File: src/rtl/uart_rx_os.sv
// uart_rx_os: 16x oversampling 8N1/8E1/8O1 UART receiver with a valid/ready holding register
module uart_rx_os #(
  parameter int clk_freq   = 1000000,
  parameter int baud_rate  = 9600,
  parameter int oversample = 16,
  parameter bit parity_en  = 1'b0,
  parameter bit parity_odd = 1'b0
) (
  input  logic       clk,
  input  logic       rst_n,
  input  logic       rx,
  input  logic       rx_ready,
  output logic [7:0] rx_data,
  output logic       rx_valid,
  output logic       frame_err,
  output logic       parity_err,
  output logic       overrun,
  output logic       busy
);
  localparam int DIV = clk_freq / (baud_rate * oversample);
  localparam int TW  = DIV > 1 ? $clog2(DIV) : 1;
  localparam int SW  = $clog2(oversample);

  typedef enum logic [2:0] {IDLE, START, DATA, PARITY, STOP} state_t;

  state_t          state_q, state_d;
  logic            rx_meta_q, rxs_q, rx_prev_q;
  logic [TW-1:0]   tc_q, tc_d;
  logic [SW-1:0]   sc_q, sc_d;
  logic [2:0]      bit_q, bit_d;
  logic [7:0]      sh_q, sh_d;
  logic            perr_q, perr_d;
  logic [7:0]      rx_data_q, rx_data_d;
  logic            rx_valid_q, rx_valid_d;
  logic            frame_err_q, frame_err_d;
  logic            parity_err_q, parity_err_d;
  logic            overrun_q, overrun_d;
  logic            tick, mid, fall, done, load;

  assign tick = tc_q == TW'(DIV - 1);
  assign mid  = tick && sc_q == SW'(oversample / 2 - 1);
  assign fall = rx_prev_q && !rxs_q;

  // Bit-level receive FSM; the tick and sample counters realign to each start edge
  always_comb begin
    state_d = state_q;
    tc_d    = tick ? '0 : tc_q + 1'b1;
    sc_d    = tick ? (sc_q == SW'(oversample - 1) ? '0 : sc_q + 1'b1) : sc_q;
    bit_d   = bit_q;
    sh_d    = sh_q;
    perr_d  = perr_q;
    done    = 1'b0;
    case (state_q)
      IDLE:
        if (fall) begin
          state_d = START;
          tc_d    = '0;
          sc_d    = '0;
        end
      START:
        if (mid) begin
          state_d = rxs_q ? IDLE : DATA;
          bit_d   = '0;
        end
      DATA:
        if (mid) begin
          sh_d  = {rxs_q, sh_q[7:1]};
          bit_d = bit_q + 1'b1;
          if (bit_q == 3'd7) state_d = parity_en ? PARITY : STOP;
        end
      PARITY:
        if (mid) begin
          perr_d  = ^sh_q ^ rxs_q ^ parity_odd;
          state_d = STOP;
        end
      STOP:
        if (mid) begin
          done    = 1'b1;
          state_d = IDLE;
        end
      default: state_d = IDLE;
    endcase
  end

  // Holding register: load a finished frame if free or being drained, else flag overrun
  always_comb begin
    load         = done && (!rx_valid_q || rx_ready);
    rx_valid_d   = load ? 1'b1 : (rx_valid_q && rx_ready) ? 1'b0 : rx_valid_q;
    rx_data_d    = load ? sh_q : rx_data_q;
    frame_err_d  = load ? !rxs_q : frame_err_q;
    parity_err_d = load ? (parity_en && perr_q) : parity_err_q;
    overrun_d    = done && rx_valid_q && !rx_ready;
  end

  // Synchroniser, edge history and all state registers
  always_ff @(posedge clk or negedge rst_n) begin
    if (!rst_n) begin
      rx_meta_q    <= 1'b1;
      rxs_q        <= 1'b1;
      rx_prev_q    <= 1'b1;
      state_q      <= IDLE;
      tc_q         <= '0;
      sc_q         <= '0;
      bit_q        <= '0;
      sh_q         <= '0;
      perr_q       <= 1'b0;
      rx_data_q    <= '0;
      rx_valid_q   <= 1'b0;
      frame_err_q  <= 1'b0;
      parity_err_q <= 1'b0;
      overrun_q    <= 1'b0;
    end else begin
      rx_meta_q    <= rx;
      rxs_q        <= rx_meta_q;
      rx_prev_q    <= rxs_q;
      state_q      <= state_d;
      tc_q         <= tc_d;
      sc_q         <= sc_d;
      bit_q        <= bit_d;
      sh_q         <= sh_d;
      perr_q       <= perr_d;
      rx_data_q    <= rx_data_d;
      rx_valid_q   <= rx_valid_d;
      frame_err_q  <= frame_err_d;
      parity_err_q <= parity_err_d;
      overrun_q    <= overrun_d;
    end
  end

  assign rx_data    = rx_data_q;
  assign rx_valid   = rx_valid_q;
  assign frame_err  = frame_err_q;
  assign parity_err = parity_err_q;
  assign overrun    = overrun_q;
  assign busy       = state_q != IDLE;
endmodule

File: config.mk
export PLATFORM = sky130hd
export DESIGN_NAME = uart_rx_os
export DESIGN_NICKNAME = d
export VERILOG_FILES = /design/src/rtl/uart_rx_os.sv
export SDC_FILE = /design/constraint.sdc
export NUM_CORES = 1
export LEC_CHECK = 0
export ABC_AREA = 1
export BUFFER_PORTS_ARGS = -buffer_cell sky130_fd_sc_hd__buf_2
export CORE_ASPECT_RATIO = 0.7
export CORE_MARGIN = 8
export CORE_UTILIZATION = 60
export CTS_BUF_LIST = sky130_fd_sc_hd__clkbuf_2
export CTS_CLUSTER_DIAMETER = 40
export DETAILED_ROUTE_END_ITERATION = 8
export GPL_ROUTABILITY_DRIVEN = 1
export PLACE_DENSITY = 0.77
export SLEW_MARGIN = 20
export SYNTH_ARGS = -nofsm -noshare
export SYNTH_HDL_FRONTEND = slang
export SYNTH_SLANG_ARGS = --single-unit
export TNS_END_PERCENT = 1
File: constraint.sdc
create_clock -name clk -period 1.5 [get_ports clk]
set_input_delay 0.375 -clock clk [delete_from_list [all_inputs] [get_ports clk]]
set_output_delay 0.375 -clock clk [all_outputs]
set_load 0.03 [all_outputs]
==> metrics.cfg <==
[status]
status = finished with violations
violations = setup timing

[critical_path]
regToRegStartpoint = sc_q[1]
reg2reg_depth = 6
crit_cells = 3
cp-endpoint = busy
r2r_end = rx_data[1]
slowest_delay_ns = 0.43
arrival_ns = 1.17
crit_start = state_q[2]
endpoint_kind = output pin
start_kind = register
path_cells = inv_2, nand3_2, buf_6
crit_fanout = 4
required_ns = 1.12
critPathSlowestCell = dfrtp_1
critPathKind = reg2out
cpLargestDelayFamily = flip-flops
r2r_setup_slack_ns = 0.04
critPathBufInv = 2

[clocking]
clock-sinks = 35
cts_tree = done
numCtsBuffers = 5
htreeDepth = 2
clk_pin_slew_ns = 0.18
cts_buffer_depth = 2
clock_latency_ns = 0.39
cts_root_buffer = clkbuf_2

[placement]
place_congestion = 0.809
place_area_sq_mm = 0.00167
dp_slack_ns = 0.0438
hpwl_microns = 2260
io_buffers = 15

[floorplanning]
fp.dieW_microns = 77
io_pins = 17
die_area_sq_mm = 0.00452
die_h_microns = 58.7
initial_core_util_pct = 63.1
core_area_sq_mm = 0.00248
rows = 15

[synth]
synth_seq_cells = 35
synth_xor_area_share_pct = 0.560
syn_nets = 170
synthFlopType = dfrtp_1
yosysMostFrequentCell = nand2_1
ys_warn_count = 0
synth_common_cells = nand2_1, dfrtp_1, inv_1, nand3_1, o21ai_1
muxShareOfSynthArea_pct = 0
yosys.area_share.adder_pct = 2.40
synth_compound_area_share_pct = 10.2
synth-async-reset-ratio_pct = 100
syn_area_per_cell_sq_um = 9.59
synth_edf_count = 0
yosys.area_share.simple_pct = 22.4
yosys-top-cells-area = dfrtp_1, nand2_1, inv_1, dfstp_2, o21ai_2
synth_top_family_by_area = simple AND/OR/NAND/NOR gates
synth_seq_area_share_pct = 56.3
yosysUniqueCellTypes = 22
yosys.area.top_type = dfrtp_1
synthesis.area_sq_mm = 0.00156
syn_inst = 163
synth_top_area_share_pct = 51.2

[routing]
drt_iter0_drc = 81
dr.pass1.iters = 4
num_vias = 1170
ant_nets = 0
routed_wl_microns = 3100
drcViolationCount = 0
vias_per_cell = 5.13
wl_per_cell_microns = 13.6

[layout]
layout.nets = 200
drive_gt1_share_pct = 29.4
syn_to_final_growth_pct = 14.7
design_area_sq_mm = 0.00179
fillers = 183
antenna_cells = 0

[power_and_ir_drop]
finalPower_mw = 2.25
comb_power_share_pct = 29.7
ir_drop_mv = 0.924
switching_share_pct = 36.2
p_per_area_mw_per_mm2 = 1260
pwr-share-clk_pct = 19.1
p_leak_nw = 0.941
seqPwrFrac_pct = 51.2
switchingPower_mw = 0.815
power_report.internal_total_mw = 1.44

[timing]
rsz0062_at_grt = yes
min_period_ns = 1.54
setup_viol = 1
maxSlewViolCount = 0
finalHoldViolCount = 0
finClkSkew_ns = 0.0158
worst_slack_ns = -0.0448
max_freq_mhz = 647
fin_crit_sh_pct = 103

[run]
cap_violations = 0

[grt]
grt_overflow_total = 0
grt_usage_pct = 15.3
grt_pass1_wl_microns = 5330
antenna_found_initial = 0
grt_pass1_vias = 1204
grt_max_degree = 23

[hold_path]
hold_class = in2reg

==> routing by layer <==
| metal | up-vias | wire, microns | GRT usage [%] |
|---|---|---|---|
| li1 | 570 | - | - |
| met4 | 0 | 83 | 7.75 |
| met5 | - | 0 | 0 |
| met3 | 11 | 170 | 5.47 |
| met1 | 551 | 1370 | 18.1 |
| met2 | 38 | 1480 | 24.2 |
==> worst min path at each step <==
stage / to / startpoint / slack, ns / depth (start not counted)
global route: rx_meta_q / rx / 0.003 / 1
floorplan: bit_q[0] / rst_n / 0.08 / 0
finish: rx_meta_q / rx / 0.06 / 1
global placement: sh_q[5] / rst_n / 0.34 / 1
CTS: rx_meta_q / rx / 0.04 / 1
detailed placement: sh_q[6] / rst_n / 0.35 / 1
==> through the flow <==
step	hold slack (ns)	setup TNS [ns]	cells	util [%]
after global placement	0.343	0	212	67.5
after CTS	0.0413	-0.0387	227	71.9
after global routing	0.00270	-0.730	228	72.4
final	0.0552	-0.0448	228	72.4
after detailed placement	0.348	0	212	67.5
after floorplan	0.0794	0	163	-
==> kinds of logic (layout without fill, tap and decap cells) <==
logic type,count (synthesis),in the layout
flip-flops,35,35
AO/OA/AOI/OAI,25,25
XOR/XNOR,1,1
buffers and inverters,28,59
adder cells (fa/ha/maj),3,3
other,1,1
AND/OR/NAND/NOR,70,70
==> what timing repair did <==
action / CTS / global route
hold endpoints to repair: 17 / 0
pin swaps: 0 / 0
gates resized for setup: 5 / 2
cloned: 0 / 0
endpoints found under the setup margin: 1 / 16
hold buffers: 1 / 0
setup buffers: 6 / 1
==> power groups by stage <==
| stage | sequential, mW | combinational (mW) | clock [mW] |
|---|---|---|---|
| 6_report | 1.15 | 0.668 | 0.430 |
| 4_1_cts | 1.15 | 0.639 | 0.440 |
| 3_3_place_gp | 1.15 | 0.481 | 0 |
| 5_1_grt | 1.16 | 0.742 | 0.491 |
| 3_5_place_dp | 1.16 | 0.520 | 0 |
| 2_1_floorplan | 1.15 | 0.386 | 0 |
==> flip-flops by register name, indices dropped and copies added (netlist names) <==
signal	cells
rx_prev_q	1
rx_data	8
rx_valid	1
sc_q	4
rx_meta_q	1
sh_q	8
frame_err	1
tc_q	3
overrun	1
rxs_q	1
state_q	3
bit_q	3
==> layout by cell type, fill, tap and decap left out <==
cell and n:
conb_1 1, nand4_1 1, dfrtp_1 31, nand2_4 1, dlygate4sd3_1 1, buf_6 1
nor2_1 8, nand3_4 3, o21ai_2 9, nor2_8 1, inv_2 4, clkinv_2 1
o21ai_0 3, dfstp_2 3, a21oi_1 3, clkinvlp_4 1, o21ai_1 10, buf_2 14
dfrtp_2 1, nor3b_1 1, ha_1 3, xor2_1 1, inv_1 21, nand2_1 41
clkbuf_2 6, nor3_1 2, nor2_2 1, buf_4 10, nand3_2 1, nand3_1 10
==> final cells by class <==
class	instances	area [sq um]	area share (%)
clock buffers	6	30.0	1.67
clock inverters	2	12.5	0.698
inverters	25	93.8	5.23
multi-input cells	100	567	31.6
flip-flops and latches	35	881	49.1
well taps	34	42.5	2.37
repair buffers	26	166	9.28
Power figures use the tool's default switching activity.
